$ cat config.mk
export PLATFORM = sky130hd
export DESIGN_NAME = pc_unit_flat
export DESIGN_NICKNAME = d
export VERILOG_FILES = /design/src/rtl/pc_unit_if.sv /design/src/rtl/pc_unit.sv /design/src/flat_wrapper.sv
export SDC_FILE = /design/constraint.sdc
export NUM_CORES = 1
export LEC_CHECK = 0
export BUFFER_PORTS_ARGS = -buffer_cell sky130_fd_sc_hd__buf_2
export CAP_MARGIN = 40
export CORE_UTILIZATION = 44
export DETAILED_ROUTE_END_ITERATION = 6
export MAX_ROUTING_LAYER = met4
export PLACE_DENSITY = 0.66
export SYNTH_ARGS = -nofsm -noshare
export SYNTH_HDL_FRONTEND = slang
export SYNTH_SLANG_ARGS = --single-unit
$ cat constraint.sdc
create_clock -name clock -period 3.7 [get_ports clock]
set_clock_uncertainty 0.2 [all_clocks]
set_input_delay 0.185 -clock clock [delete_from_list [all_inputs] [get_ports clock]]
set_output_delay 0.185 -clock clock [all_outputs]
set_load 0.02 [all_outputs]
$ cat src/rtl/pc_unit_if.sv
// Fetch-stage control and status bundle for pc_unit.
// The control side (master) drives redirects; the PC unit (slave) returns PC and RAS status.
interface pc_unit_if #(
  parameter int unsigned WIDTH = 32,
  parameter int unsigned OFF_W = 16
);
  logic             stall;
  logic             exception;
  logic             branch_taken;
  logic [OFF_W-1:0] branch_offset;
  logic             jump;
  logic [WIDTH-1:0] jump_target;
  logic             call;
  logic             ret;
  logic [WIDTH-1:0] pc;
  logic [WIDTH-1:0] pc_plus4;
  logic             ras_empty;
  logic             ras_full;
  logic             ras_overflow;
  logic             ras_underflow;

  modport master (
    output stall, exception, branch_taken, branch_offset, jump, jump_target, call, ret,
    input  pc, pc_plus4, ras_empty, ras_full, ras_overflow, ras_underflow
  );

  modport slave (
    input  stall, exception, branch_taken, branch_offset, jump, jump_target, call, ret,
    output pc, pc_plus4, ras_empty, ras_full, ras_overflow, ras_underflow
  );
endinterface

$ cat src/rtl/pc_unit.sv
// Program-counter unit: next-PC selection (sequential, branch, jump, call/return, exception)
// with a circular return-address stack and registered overflow/underflow pulses.
module pc_unit #(
  parameter int unsigned      WIDTH        = 32,
  parameter logic [WIDTH-1:0] RESET_VECTOR = 32'h0000_0000,
  parameter logic [WIDTH-1:0] EXC_VECTOR   = 32'h8000_0180,
  parameter int unsigned      STEP         = 4,
  parameter int unsigned      OFF_W        = 16,
  parameter int unsigned      RAS_DEPTH    = 4
) (
  input  logic    clock,
  input  logic    reset,
  pc_unit_if.slave bus
);

  localparam int unsigned PtrW = $clog2(RAS_DEPTH);
  localparam int unsigned CntW = PtrW + 1;
  localparam logic [CntW-1:0] CntMax = CntW'(RAS_DEPTH);

  logic [WIDTH-1:0] pc_q, pc_d;
  logic [WIDTH-1:0] pc_plus4;
  logic [WIDTH-1:0] off_ext;
  logic [WIDTH-1:0] br_target;
  logic [WIDTH-1:0] jmp_target;
  logic [PtrW-1:0]  top_q, top_d;
  logic [CntW-1:0]  cnt_q, cnt_d;
  logic             ovf_q, ovf_d;
  logic             unf_q, unf_d;
  logic             ras_empty;
  logic             ras_full;
  logic             ras_we;
  logic [PtrW-1:0]  ras_widx;
  logic [WIDTH-1:0] ras_wdata;
  logic [WIDTH-1:0] ras_q [RAS_DEPTH];

  assign pc_plus4   = pc_q + WIDTH'(STEP);
  assign off_ext    = WIDTH'($signed(bus.branch_offset));
  assign br_target  = pc_plus4 + (off_ext << 2);
  assign jmp_target = {bus.jump_target[WIDTH-1:2], 2'b00};
  assign ras_empty  = (cnt_q == '0);
  assign ras_full   = (cnt_q == CntMax);

  always_comb begin
    pc_d      = pc_q;
    top_d     = top_q;
    cnt_d     = cnt_q;
    ovf_d     = 1'b0;
    unf_d     = 1'b0;
    ras_we    = 1'b0;
    ras_widx  = top_q;
    ras_wdata = pc_plus4;

    if (bus.exception) begin
      pc_d  = EXC_VECTOR;
      cnt_d = '0;
    end else if (bus.stall) begin
      // Hold everything; pulses simply fall back to zero.
    end else if (bus.ret && bus.call) begin
      ras_we = 1'b1;
      if (ras_empty) begin
        unf_d    = 1'b1;
        pc_d     = pc_plus4;
        top_d    = top_q + PtrW'(1);
        ras_widx = top_q + PtrW'(1);
        cnt_d    = CntW'(1);
      end else begin
        // Pop then push lands in the same slot, so pointer and count stay put.
        pc_d = ras_q[top_q];
      end
    end else if (bus.ret) begin
      if (ras_empty) begin
        unf_d = 1'b1;
        pc_d  = pc_plus4;
      end else begin
        pc_d  = ras_q[top_q];
        top_d = top_q - PtrW'(1);
        cnt_d = cnt_q - CntW'(1);
      end
    end else if (bus.call) begin
      pc_d     = jmp_target;
      ras_we   = 1'b1;
      top_d    = top_q + PtrW'(1);
      ras_widx = top_q + PtrW'(1);
      // On a full stack the pointer advance overwrites the oldest entry.
      if (ras_full) begin
        ovf_d = 1'b1;
      end else begin
        cnt_d = cnt_q + CntW'(1);
      end
    end else if (bus.jump) begin
      pc_d = jmp_target;
    end else if (bus.branch_taken) begin
      pc_d = br_target;
    end else begin
      pc_d = pc_plus4;
    end
  end

  always_ff @(posedge clock or negedge reset) begin
    if (!reset) begin
      pc_q  <= RESET_VECTOR;
      top_q <= '0;
      cnt_q <= '0;
      ovf_q <= 1'b0;
      unf_q <= 1'b0;
    end else begin
      pc_q  <= pc_d;
      top_q <= top_d;
      cnt_q <= cnt_d;
      ovf_q <= ovf_d;
      unf_q <= unf_d;
    end
  end

  // Entry contents are don't-care after reset, so the array carries no reset.
  always_ff @(posedge clock) begin
    if (ras_we) begin
      ras_q[ras_widx] <= ras_wdata;
    end
  end

  assign bus.pc            = pc_q;
  assign bus.pc_plus4      = pc_plus4;
  assign bus.ras_empty     = ras_empty;
  assign bus.ras_full      = ras_full;
  assign bus.ras_overflow  = ovf_q;
  assign bus.ras_underflow = unf_q;

endmodule
$ cat src/flat_wrapper.sv
// flat-port wrapper written by rule: the top's interface ports become plain ports
module pc_unit_flat 
#(
  parameter int unsigned      WIDTH        = 32,
  parameter logic [WIDTH-1:0] RESET_VECTOR = 32'h0000_0000,
  parameter logic [WIDTH-1:0] EXC_VECTOR   = 32'h8000_0180,
  parameter int unsigned      STEP         = 4,
  parameter int unsigned      OFF_W        = 16,
  parameter int unsigned      RAS_DEPTH    = 4
)
  (clock, reset, bus_stall, bus_exception, bus_branch_taken, bus_branch_offset, bus_jump, bus_jump_target, bus_call, bus_ret, bus_pc, bus_pc_plus4, bus_ras_empty, bus_ras_full, bus_ras_overflow, bus_ras_underflow);
  pc_unit_if #(.WIDTH(WIDTH), .OFF_W(OFF_W)) bus_i ();
  input  logic clock;
  input  logic reset;
  input wire logic [$bits(bus_i.stall)-1:0] bus_stall;
  input wire logic [$bits(bus_i.exception)-1:0] bus_exception;
  input wire logic [$bits(bus_i.branch_taken)-1:0] bus_branch_taken;
  input wire logic [$bits(bus_i.branch_offset)-1:0] bus_branch_offset;
  input wire logic [$bits(bus_i.jump)-1:0] bus_jump;
  input wire logic [$bits(bus_i.jump_target)-1:0] bus_jump_target;
  input wire logic [$bits(bus_i.call)-1:0] bus_call;
  input wire logic [$bits(bus_i.ret)-1:0] bus_ret;
  output wire logic [$bits(bus_i.pc)-1:0] bus_pc;
  output wire logic [$bits(bus_i.pc_plus4)-1:0] bus_pc_plus4;
  output wire logic [$bits(bus_i.ras_empty)-1:0] bus_ras_empty;
  output wire logic [$bits(bus_i.ras_full)-1:0] bus_ras_full;
  output wire logic [$bits(bus_i.ras_overflow)-1:0] bus_ras_overflow;
  output wire logic [$bits(bus_i.ras_underflow)-1:0] bus_ras_underflow;
  assign bus_i.stall = bus_stall;
  assign bus_i.exception = bus_exception;
  assign bus_i.branch_taken = bus_branch_taken;
  assign bus_i.branch_offset = bus_branch_offset;
  assign bus_i.jump = bus_jump;
  assign bus_i.jump_target = bus_jump_target;
  assign bus_i.call = bus_call;
  assign bus_i.ret = bus_ret;
  assign bus_pc = bus_i.pc;
  assign bus_pc_plus4 = bus_i.pc_plus4;
  assign bus_ras_empty = bus_i.ras_empty;
  assign bus_ras_full = bus_i.ras_full;
  assign bus_ras_overflow = bus_i.ras_overflow;
  assign bus_ras_underflow = bus_i.ras_underflow;
  pc_unit #(.WIDTH(WIDTH), .RESET_VECTOR(RESET_VECTOR), .EXC_VECTOR(EXC_VECTOR), .STEP(STEP), .OFF_W(OFF_W), .RAS_DEPTH(RAS_DEPTH)) u_core (.clock(clock), .reset(reset), .bus(bus_i));
endmodule
; Yosys cells after proc, flatten, opt, wreduce, memory -nomap -nowiden
; Memories as Yosys holds them, arrays and structs flattened.
; Cells that the tools add are included.
[totals]
elab_cells = 68
output_inout_bits = 68
ram_bits = 128
register_bits = 39
memories = 1
inputBits = 56
[classes]
mux = 43
n_eq_ne = 6
bitwise_logic = 2
add_sub_neg = 6
reduce_logical = 5
[memory_table]
columns = name, depth, width, read_ports, rd_clocked_by_memory_dff, wr, line_no
row1 = u_core.ras_q, 4, 32, 1, 0, 1, pc_unit.sv:34  ; logic [WIDTH-1:0] ras_q [RAS_DEPTH];
[op_table]
columns = operator, count
row1 = 32-bit two-way mux, 8
row2 = 32-bit by 3-bit adder with 32-bit output (second input constant), 1
row3 = 32-bit adder, 1
row4 = 3-bit two-way mux, 8
row5 = 1-bit two-way mux, 18
row6 = 2-bit two-way mux, 9
row7 = 4-bit by 3-bit != test with 1-bit output (second input constant), 2
row8 = 5-bit AND reduction, 1
row9 = 4-bit nonzero test, 1
row10 = 3-bit by 1-bit adder with 3-bit output (second input constant), 1
row11 = 3-bit == test (second input constant), 1
row12 = 3-bit logical NOT, 1
row13 = 3-bit by 2-bit != test with 1-bit output (second input constant), 1
row14 = 3-bit != test (second input constant), 1
row15 = 3-bit AND reduction, 1
row16 = 3-bit by 1-bit subtractor with 3-bit output (second input constant), 1
row17 = 2-bit by 1-bit adder with 2-bit output (second input constant), 1
row18 = 2-bit by 1-bit != test with 1-bit output (second input constant), 1
row19 = 1-bit inverter, 2
row20 = 2-bit by 1-bit subtractor with 2-bit output (second input constant), 1
row21 = 1-bit logical AND, 1

; Depth between registers and ports, before layout
; Gate-level depths: netlist (run 1).
[depth]
depth_word = 9
ltp_mapped = 18
mapped_depth_nobuf = 17

; Worst setup path after synthesis (run 1)
; No wires, ideal clock.
[synth_timing]
kind = register to register
startpoint = register u_core.pc_q[2], in the netlist u_core.bus.pc[2]
endpoint = register u_core.pc_q[31], in the netlist u_core.bus.pc[31]
stages_incl_launch_ff = 17
t_required_ps = 3420
setup_slack_ps = -643
setup_ps = 80
path_buffers = 1
arrival_time_ps = 4063
period_less_slack_ps = 4343
cell_sequence = dfrtp_1 > ha_1 > nand4_2 > nor4_4 > nand4_1 > xnor2_1 > ha_1 > clkbuf_1 > a21oi_1 > o21ai_0 > a21oi_1 > nor2_1 > a21oi_2 > o31ai_1 > o41a_1 > a221o_1 > nor3_2
[synth_via]
elab_chain_len = 9
elab_cells_between_ends = 10
cone_classes = 2 x add/sub / 8 x mux
[synth_rtl]
columns = element, line_no
row1 = start: declaration, pc_unit.sv:20  ; logic [WIDTH-1:0] pc_q, pc_d;
row2 = start signal: assignment, pc_unit.sv:107  ; pc_q <= pc_d;
row3 = 32-bit by 3-bit adder with 32-bit output, pc_unit.sv:36  ; assign pc_plus4 = pc_q + WIDTH'(STEP);
row4 = via bus_pc_plus4[18], flat_wrapper.sv:24  ; output wire logic [$bits(bus_i.pc_plus4)-1:0] bus_pc_plus4;
row5 = 32-bit adder, pc_unit.sv:38  ; assign br_target = pc_plus4 + (off_ext << 2);
row6 = 32-bit two-way mux, pc_unit.sv:92  ; end else if (bus.branch_taken) begin
row7 = 32-bit two-way mux, pc_unit.sv:90  ; end else if (bus.jump) begin
row8 = 32-bit two-way mux, pc_unit.sv:79  ; end else if (bus.call) begin
row9 = 32-bit two-way mux, pc_unit.sv:70  ; end else if (bus.ret) begin
row10 = 32-bit two-way mux, pc_unit.sv:58  ; end else if (bus.ret && bus.call) begin
row11 = 32-bit two-way mux, pc_unit.sv:56  ; end else if (bus.stall) begin
row12 = 32-bit two-way mux, pc_unit.sv:53  ; if (bus.exception) begin
; The timed path passes the listed nets, and every way through them passes these cells. The select of a mux whose other input is x is not followed.
; A chain may end at the register's enable or synchronous reset.

; Worst setup path in the final report (run 1)
[layout_timing]
startpoint = register u_core.pc_q[3], in the netlist u_core.bus.pc[3]
endpoint = register u_core.pc_q[31], in the netlist u_core.bus.pc[31]
[layout_via]
elab_chain_len = 9
elab_cells_between_ends = 10
cone_classes = 2 x add/sub / 8 x mux
[layout_rtl]
columns = element, line_no
row1 = 32-bit by 3-bit adder with 32-bit output *, pc_unit.sv:36
row2 = 32-bit adder, pc_unit.sv:38
row3 = 32-bit two-way mux, pc_unit.sv:92
row4 = 32-bit two-way mux, pc_unit.sv:90
row5 = 32-bit two-way mux, pc_unit.sv:79
row6 = 32-bit two-way mux, pc_unit.sv:70
row7 = 32-bit two-way mux *, pc_unit.sv:58
row8 = 32-bit two-way mux *, pc_unit.sv:56
row9 = 32-bit two-way mux *, pc_unit.sv:53
; Mark *: on every way between the ends. The rest lies on a longest branch, timed or not. The select of a mux whose other input is x is not followed.

==> impl_metrics.csv, run 1 <==
group,metric,value,unit
synth,syn_area,9640,sq um
sta,rsz0062_at_grt,"yes",
floorplanning,num_rows,53,
synth,synth_seq_cells,167,
synth,syn-num-nets,951,
cells_and_area,register_area,4840,sq um
sta,slew_violations,0,
synth,ys_warn_count,0,
routing,drtPass1Iterations,5,
global_route,overflow,0,
floorplanning,dieArea,22500,sq um
cells_and_area,fillers,1695,
synth,async_reset_ff_share,23.4,%
cts,clockBufferDepth,2,
synth,synth_cell_types,74,
synth,post-synth-top-area-cell,"edfxtp_1",
place,place.port_buffers,121,
synth,netlist.area_leader.share,39.9,%
cts,insertion_delay,0.45,ns
sta,finalHoldViolCount,1,
cts,clk_pin_slew_worst_paths,0.08,ns
synth,ys_seq_area_share,50.0,%
power,peakVddDrop,264,uV
routing,vias_per_cell,5.94,
floorplanning,initial_core_util,45.4,%
status,violations,"hold timing",
synth,synth_area_leaders,"edfxtp_1 40%, dfrtp_1 10%, mux4_2 7.5%, ha_1 4.5%, nand2_1 3.8%",
routing,wire_per_inst,22.0,um
synth,synth_commonest_cells,"128 x edfxtp_1, 97 x nand2_1, 68 x a21oi_1",
sta,whs,-0.00252,ns
floorplanning,die-width,150,um
setup_path,cp.required,3.82,ns
sta,fin_crit,3.68,ns
global_route,antenna_found_initial,0,
sta,period_share,99.5,%
routing,ant_nets,0,
setup_path,crit_type,"reg -> reg",
global_route,grtUsageTotal,29.3,%
sta,finalSetupViolCount,0,
cells_and_area,area_growth,36.8,%
floorplanning,core-area,21200,sq um
routing,wl,31.2,mm
sta,fmax,272,MHz
global_route,grt_max_degree,41,
cts,cts_sinks,167,
power,power,6400,uW
routing,drc,0,
synth,postSynthAreaPerCell,11.2,sq um
sta,worst_slew_pin_slew,0.800,ns
floorplanning,ios,124,
global_route,grt_pass1_vias,7943,
cts,cts_tree,"yes",
cells_and_area,num_antenna_cells,0,
setup_path,critical_path_arrival,3.80,ns
synth,postSynthCellCount,858,
flow_run,maxCapViolCount,0,
routing,vias,8438,
setup_path,cp-start-kind,"register",
floorplanning,die_h,150,um
cells_and_area,final_nets,1226,
power,leakagePower,0.00540,uW
cells_and_area,drive_above_1_share,41.9,%
global_route,grt_first_pass_wirelength,47.0,mm
place,place.gp.congestion,0.974,
power,powerDensity,486,nW/um^2
cts,h-tree-depth,4,
synth,yosysMostFrequentCell,"edfxtp_1",
status,status,"finished with violations",
sta,relSlewSlack,46.5,%
cells_and_area,multi_input_area,5230,sq um
routing,drt_iter0_markers,774,
worst_hold_path,min_path_type,"in -> reg",
place,post-dp-hpwl,21.7,mm
synth,synth_edf_count,128,
setup_path,critPathMaxFanout,3,
setup_path,end_kind,"register",
cts,cts_made_buffers,17,
synth,yosys_most_used_dff,"edfxtp_1",
cts,ctsRootBufferMaster,"clkbuf_16",
## cell usage in the layout (no fill, tap or decap), drive strengths merged, types with 5 or more instances in the layout
cell         count
a211oi          14
a21o            12
a21oi           69
a221oi           7
a31oi           15
and3             9
buf            285
clkbuf          19
dfrtp           39
dlygate4sd3     17
edfxtp         128
ha              35
inv             36
mux2i            6
mux4            32
nand2           97
nand2b           5
nand3           31
nand4           13
nor2            65
nor3            13
o211ai          14
o21a             5
o21ai           42
o31ai            7
or3              5
xnor2           30
xor2            24
## metal layers
layer	share of wire (%)	track usage (%)	vias up	wire (um)
met5	0	-	-	0
met4	2.9	10.1	0	911
met3	7.0	3.60	62	2170
met2	46	43.7	374	14500
met1	44	41.4	4163	13600
li1	-	-	3839	-
## where the power goes
group	total [uW]	switching [uW]	internal (uW)
Combinational	2130	1140	989
Sequential	2350	170	2180
Clock	1920	819	1100
## worst max-delay path, cell delays in order, from the launching register on
cell and delay, ns:
dfrtp_2 0.43, buf_4 0.14, buf_4 0.13, nand3_1 0.10, xor2_1 0.19, inv_1 0.13
ha_4 0.29, o211ai_1 0.10, o211ai_1 0.37, nand3_1 0.17, a21oi_2 0.26, a21oi_2 0.12
o31ai_2 0.29, o41a_1 0.23, buf_4 0.14, mux2i_2 0.20, nor3_2 0.06
## through the flow
step | instances | util (%) | area, sq um | setup WS, ns | TNS [ns]
detailed placement | 1360 | 55.7 | 11800 | -0.122 | -0.367
CTS | 1413 | 60.5 | 12800 | -0.00259 | -0.00259
global route | 1421 | 62.1 | 13200 | -0.145 | -0.612
global placement | 1358 | 55.6 | 11800 | -0.0513 | -0.0715
floorplan | 858 | - | 9880 | -0.0819 | -0.105
finish | 1421 | 62.1 | 13200 | 0.0168 | 0
## worst paths after layout
check | from | endpoint | slack [ns] | cells past startpoint
worst max register to register | u_core.bus.pc[3] | u_core.bus.pc[31] | 0.02 | 16
min in group asynchronous | reset | u_core.bus.ras_underflow | 0.06 | 2
worst min register to register | u_core.cnt_q[1] | u_core.cnt_q[1] | 0.38 | 2
worst min-delay path | bus_jump_target[2] | u_core.bus.pc[2] | -0.003 | 5
max in group asynchronous | reset | u_core.bus.pc[5] | 2.70 | 3
worst max-delay path | u_core.bus.pc[3] | u_core.bus.pc[31] | 0.02 | 16
## cell type report
| class | instances | area share, % |
|---|---|---|
| Multi-Input combinational cell | 616 | 39.6 |
| Sequential cell | 167 | 36.7 |
| Timing Repair Buffer | 302 | 15.5 |
| Tap cell | 275 | 2.61 |
| Inverter | 29 | 0.826 |
| Clock inverter | 13 | 1.36 |
| Clock buffer | 19 | 3.36 |
## cell families after synthesis
group	after synthesis	synth area share (%)
adder cells (fa/ha/maj)	37	4.96
AND/OR/NAND/NOR	257	12.9
multiplexers	38	8.10
AO/OA/AOI/OAI	230	15.7
XOR/XNOR	54	5.26
buffers and inverters	75	3.12
flip-flops	167	50.0
## registers in the layout, indices dropped and copies added, names as in the netlist
register	cells
u_core.ras_q	128
u_core.bus.pc	32
u_core.cnt_q	3
u_core.top_q	2
u_core.bus.ras_overflow	1
u_core.bus.ras_underflow	1
## repair_timing
| action | in CTS | in global routing |
|---|---|---|
| endpoints found under the setup margin | 6 | 16 |
| hold buffers | 17 | 0 |
| buffers inserted | 4 | 8 |
| pin swaps | 30 | 18 |
| hold endpoints to repair | 55 | 0 |
| gates resized for setup | 35 | 47 |
Note: power is estimated with default switching activity, not from simulation.
==> run 2: changes to the inputs <==
--- a/config.mk
+++ b/config.mk
@@ -7,6 +7,7 @@
 export LEC_CHECK = 0
 export BUFFER_PORTS_ARGS = -buffer_cell sky130_fd_sc_hd__buf_2
 export CAP_MARGIN = 40
+export CORE_ASPECT_RATIO = 1.25
 export CORE_UTILIZATION = 44
 export DETAILED_ROUTE_END_ITERATION = 6
 export MAX_ROUTING_LAYER = met4
==> impl_metrics.csv, run 2 (synthesis results as in run 1) <==
group,metric,value,unit
place,place.gp.congestion,1.01,
cts,cts_made_buffers,17,
setup_path,cp_common_cell,"nand4_4",
cells_and_area,regMostFlops,"u_core.ras_q",
cells_and_area,final_common_cell,"buf_4",
power,switching_share,34.6,%
routing,drc,0,
power,p_int,4080,uW
sta,fin_crit,3.68,ns
cts,insertion_delay,0.45,ns
cts,cts_sinks,167,
cts,h-tree-depth,4,
cells_and_area,area_growth,34.1,%
sta,worst_slew_pin_slew,0.864,ns
setup_path,critPathMaxFanout,5,
sta,setup_tns,0,ns
power,p_clk_share,28.5,%
routing,drtPass1Iterations,5,
floorplanning,initial_core_util,44.9,%
cells_and_area,num_antenna_cells,0,
sta,relSlewSlack,42.3,%
floorplanning,core-area,21500,sq um
sta,finalSetupViolCount,0,
global_route,grt_first_pass_wirelength,47.6,mm
setup_path,cp-start-kind,"register",
setup_path,cp_cell_sequence,"buf_6 > nand4_4 > nor4_4 > buf_4 > and3_4 > nand4_4 > xnor2_4 > ha_4 > or3_1 > o211ai_1 > a2bb2oi_2 > o31ai_2 > o41a_1 > a221o_1 > nor3_2",
place,place_ws,-0.154,ns
global_route,grtUsageTotal,29.4,%
power,powerDensity,483,nW/um^2
cts,ctsRootBufferMaster,"clkbuf_16",
place,post-dp-hpwl,22.2,mm
sta,period_share,99.6,%
global_route,grt_max_degree,41,
setup_path,cp.required,3.87,ns
power,p_seq_share,37.6,%
routing,vias_per_cell,5.97,
cells_and_area,largest_reg_flops,128,
cells_and_area,drive_above_1_share,39.8,%
routing,drt_iter0_markers,756,
power,leakagePower,0.00533,uW
cts,clockBufferDepth,2,
power,p_sw,2160,uW
status,status,"finished, final reports clean",
cells_and_area,fillers,1798,
flow_run,maxCapViolCount,0,
floorplanning,num_rows,60,
power,combPwrFrac,33.9,%
setup_path,worst_path_largest_cell_delay,0.43,ns
global_route,grt_pass1_vias,8352,
cells_and_area,final_cell_mix,"146 x buf_4, 128 x edfxtp_1, 121 x buf_2",
worst_hold_path,min_path_type,"in -> reg",
cells_and_area,instances_no_fill,1411,
sta,slew_violations,0,
power,peakVddDrop,347,uV
floorplanning,die_h,167,um
cells_and_area,finalInstanceArea,12900,sq um
routing,wire_per_inst,22.0,um
global_route,overflow,0,
cts,cts_tree,"yes",
floorplanning,ios,124,
routing,vias,8421,
routing,ant_nets,0,
routing,wl,31.1,mm
sta,fmax,271,MHz
cells_and_area,final_nets,1212,
setup_path,end_kind,"register",
setup_path,crit_type,"reg -> reg",
setup_path,slowest_stage,"o41a_1",
floorplanning,dieArea,22500,sq um
setup_path,critical_path_arrival,3.85,ns
sta,rsz0062_at_grt,"yes",
place,place.port_buffers,121,
place,placed_area,11800,sq um
place,dp.cells,1363,
sta,finalHoldViolCount,0,
global_route,antenna_found_initial,0,
floorplanning,die-width,134,um
cts,clk_pin_slew_worst_paths,0.07,ns
sta,setup_slack,0.0163,ns
run 2: changes by cell type in the layout (fill, tap and decap cells not counted), sizes merged:
cell,before,now
bufinv,3,0
clkbuf,19,18
dlygate4sd3,17,14
clkinv,2,6
buf,285,274
run 2: power by group through the flow:
stage                     Combinational (uW)  Sequential [uW]  Clock [uW]
after global placement                  1920             2420           0
after CTS                               2050             2340        1800
after floorplan                         1270             2350           0
final                                   2120             2350        1780
after global routing                    2270             2360        1870
after detailed placement                2020             2380           0
run 2: area by class of cell:
class / count / area [sq um] / share of cell area (%)
well taps: 279 / 349 / 2.70
inverters: 29 / 109 / 0.842
clock buffers: 18 / 439 / 3.40
clock inverters: 14 / 154 / 1.19
repair buffers: 288 / 1950 / 15.1
flip-flops and latches: 167 / 4840 / 37.5
multi-input cells: 616 / 5070 / 39.3
run 2: metrics by stage:
step	total power (uW)	util (%)	hold slack, ns
final	6240	60.2	0.00571
after global routing	6510	60.2	0.0484
after CTS	6190	58.8	0.00537
after detailed placement	4400	55.2	-0.0427
after global placement	4340	55.0	0.198
after floorplan	3620	-	-0.311
run 2: critical path: cells and delay by family (launching register included):
kind	cells	cell delay, ns
adder cells (fa/ha/maj)	1	0.18
AND/OR/NAND/NOR	6	1.13
XOR/XNOR	1	0.20
buffers and inverters	2	0.34
AO/OA/AOI/OAI	5	1.16
flip-flops	1	0.40
run 2: path summary, 6_finish.rpt:
kind / cells after the start / startpoint / slack [ns] / to
max in group asynchronous: 3 / reset / 2.75 / u_core.bus.pc[17]
hold / removal: 5 / bus_jump_target[26] / 0.006 / u_core.bus.pc[26]
hold reg to reg: 0 / u_core.bus.pc[0] / 0.39 / u_core.ras_q[3][0]
setup / recovery: 15 / u_core.bus.pc[5] / 0.02 / u_core.bus.pc[31]
min in group asynchronous: 2 / reset / 0.04 / u_core.bus.pc[2]
setup reg to reg: 15 / u_core.bus.pc[5] / 0.02 / u_core.bus.pc[31]
run 2: per-layer routing:
layer	track usage (%)	share of wire, %	vias up
li1	-	-	3800
met1	37.4	42	4182
met2	46.7	49	348
met3	3.94	5.5	91
met4	13.3	3.9	0
met5	-	0	-
run 2: timing repair:
action                                 CTS  global route
endpoints found under the hold margin   52             0
hold buffers                            14             0
buffers inserted                         0             2
setup endpoints to repair                9            14
pin swaps                                4            25
gates resized for setup                 12            52
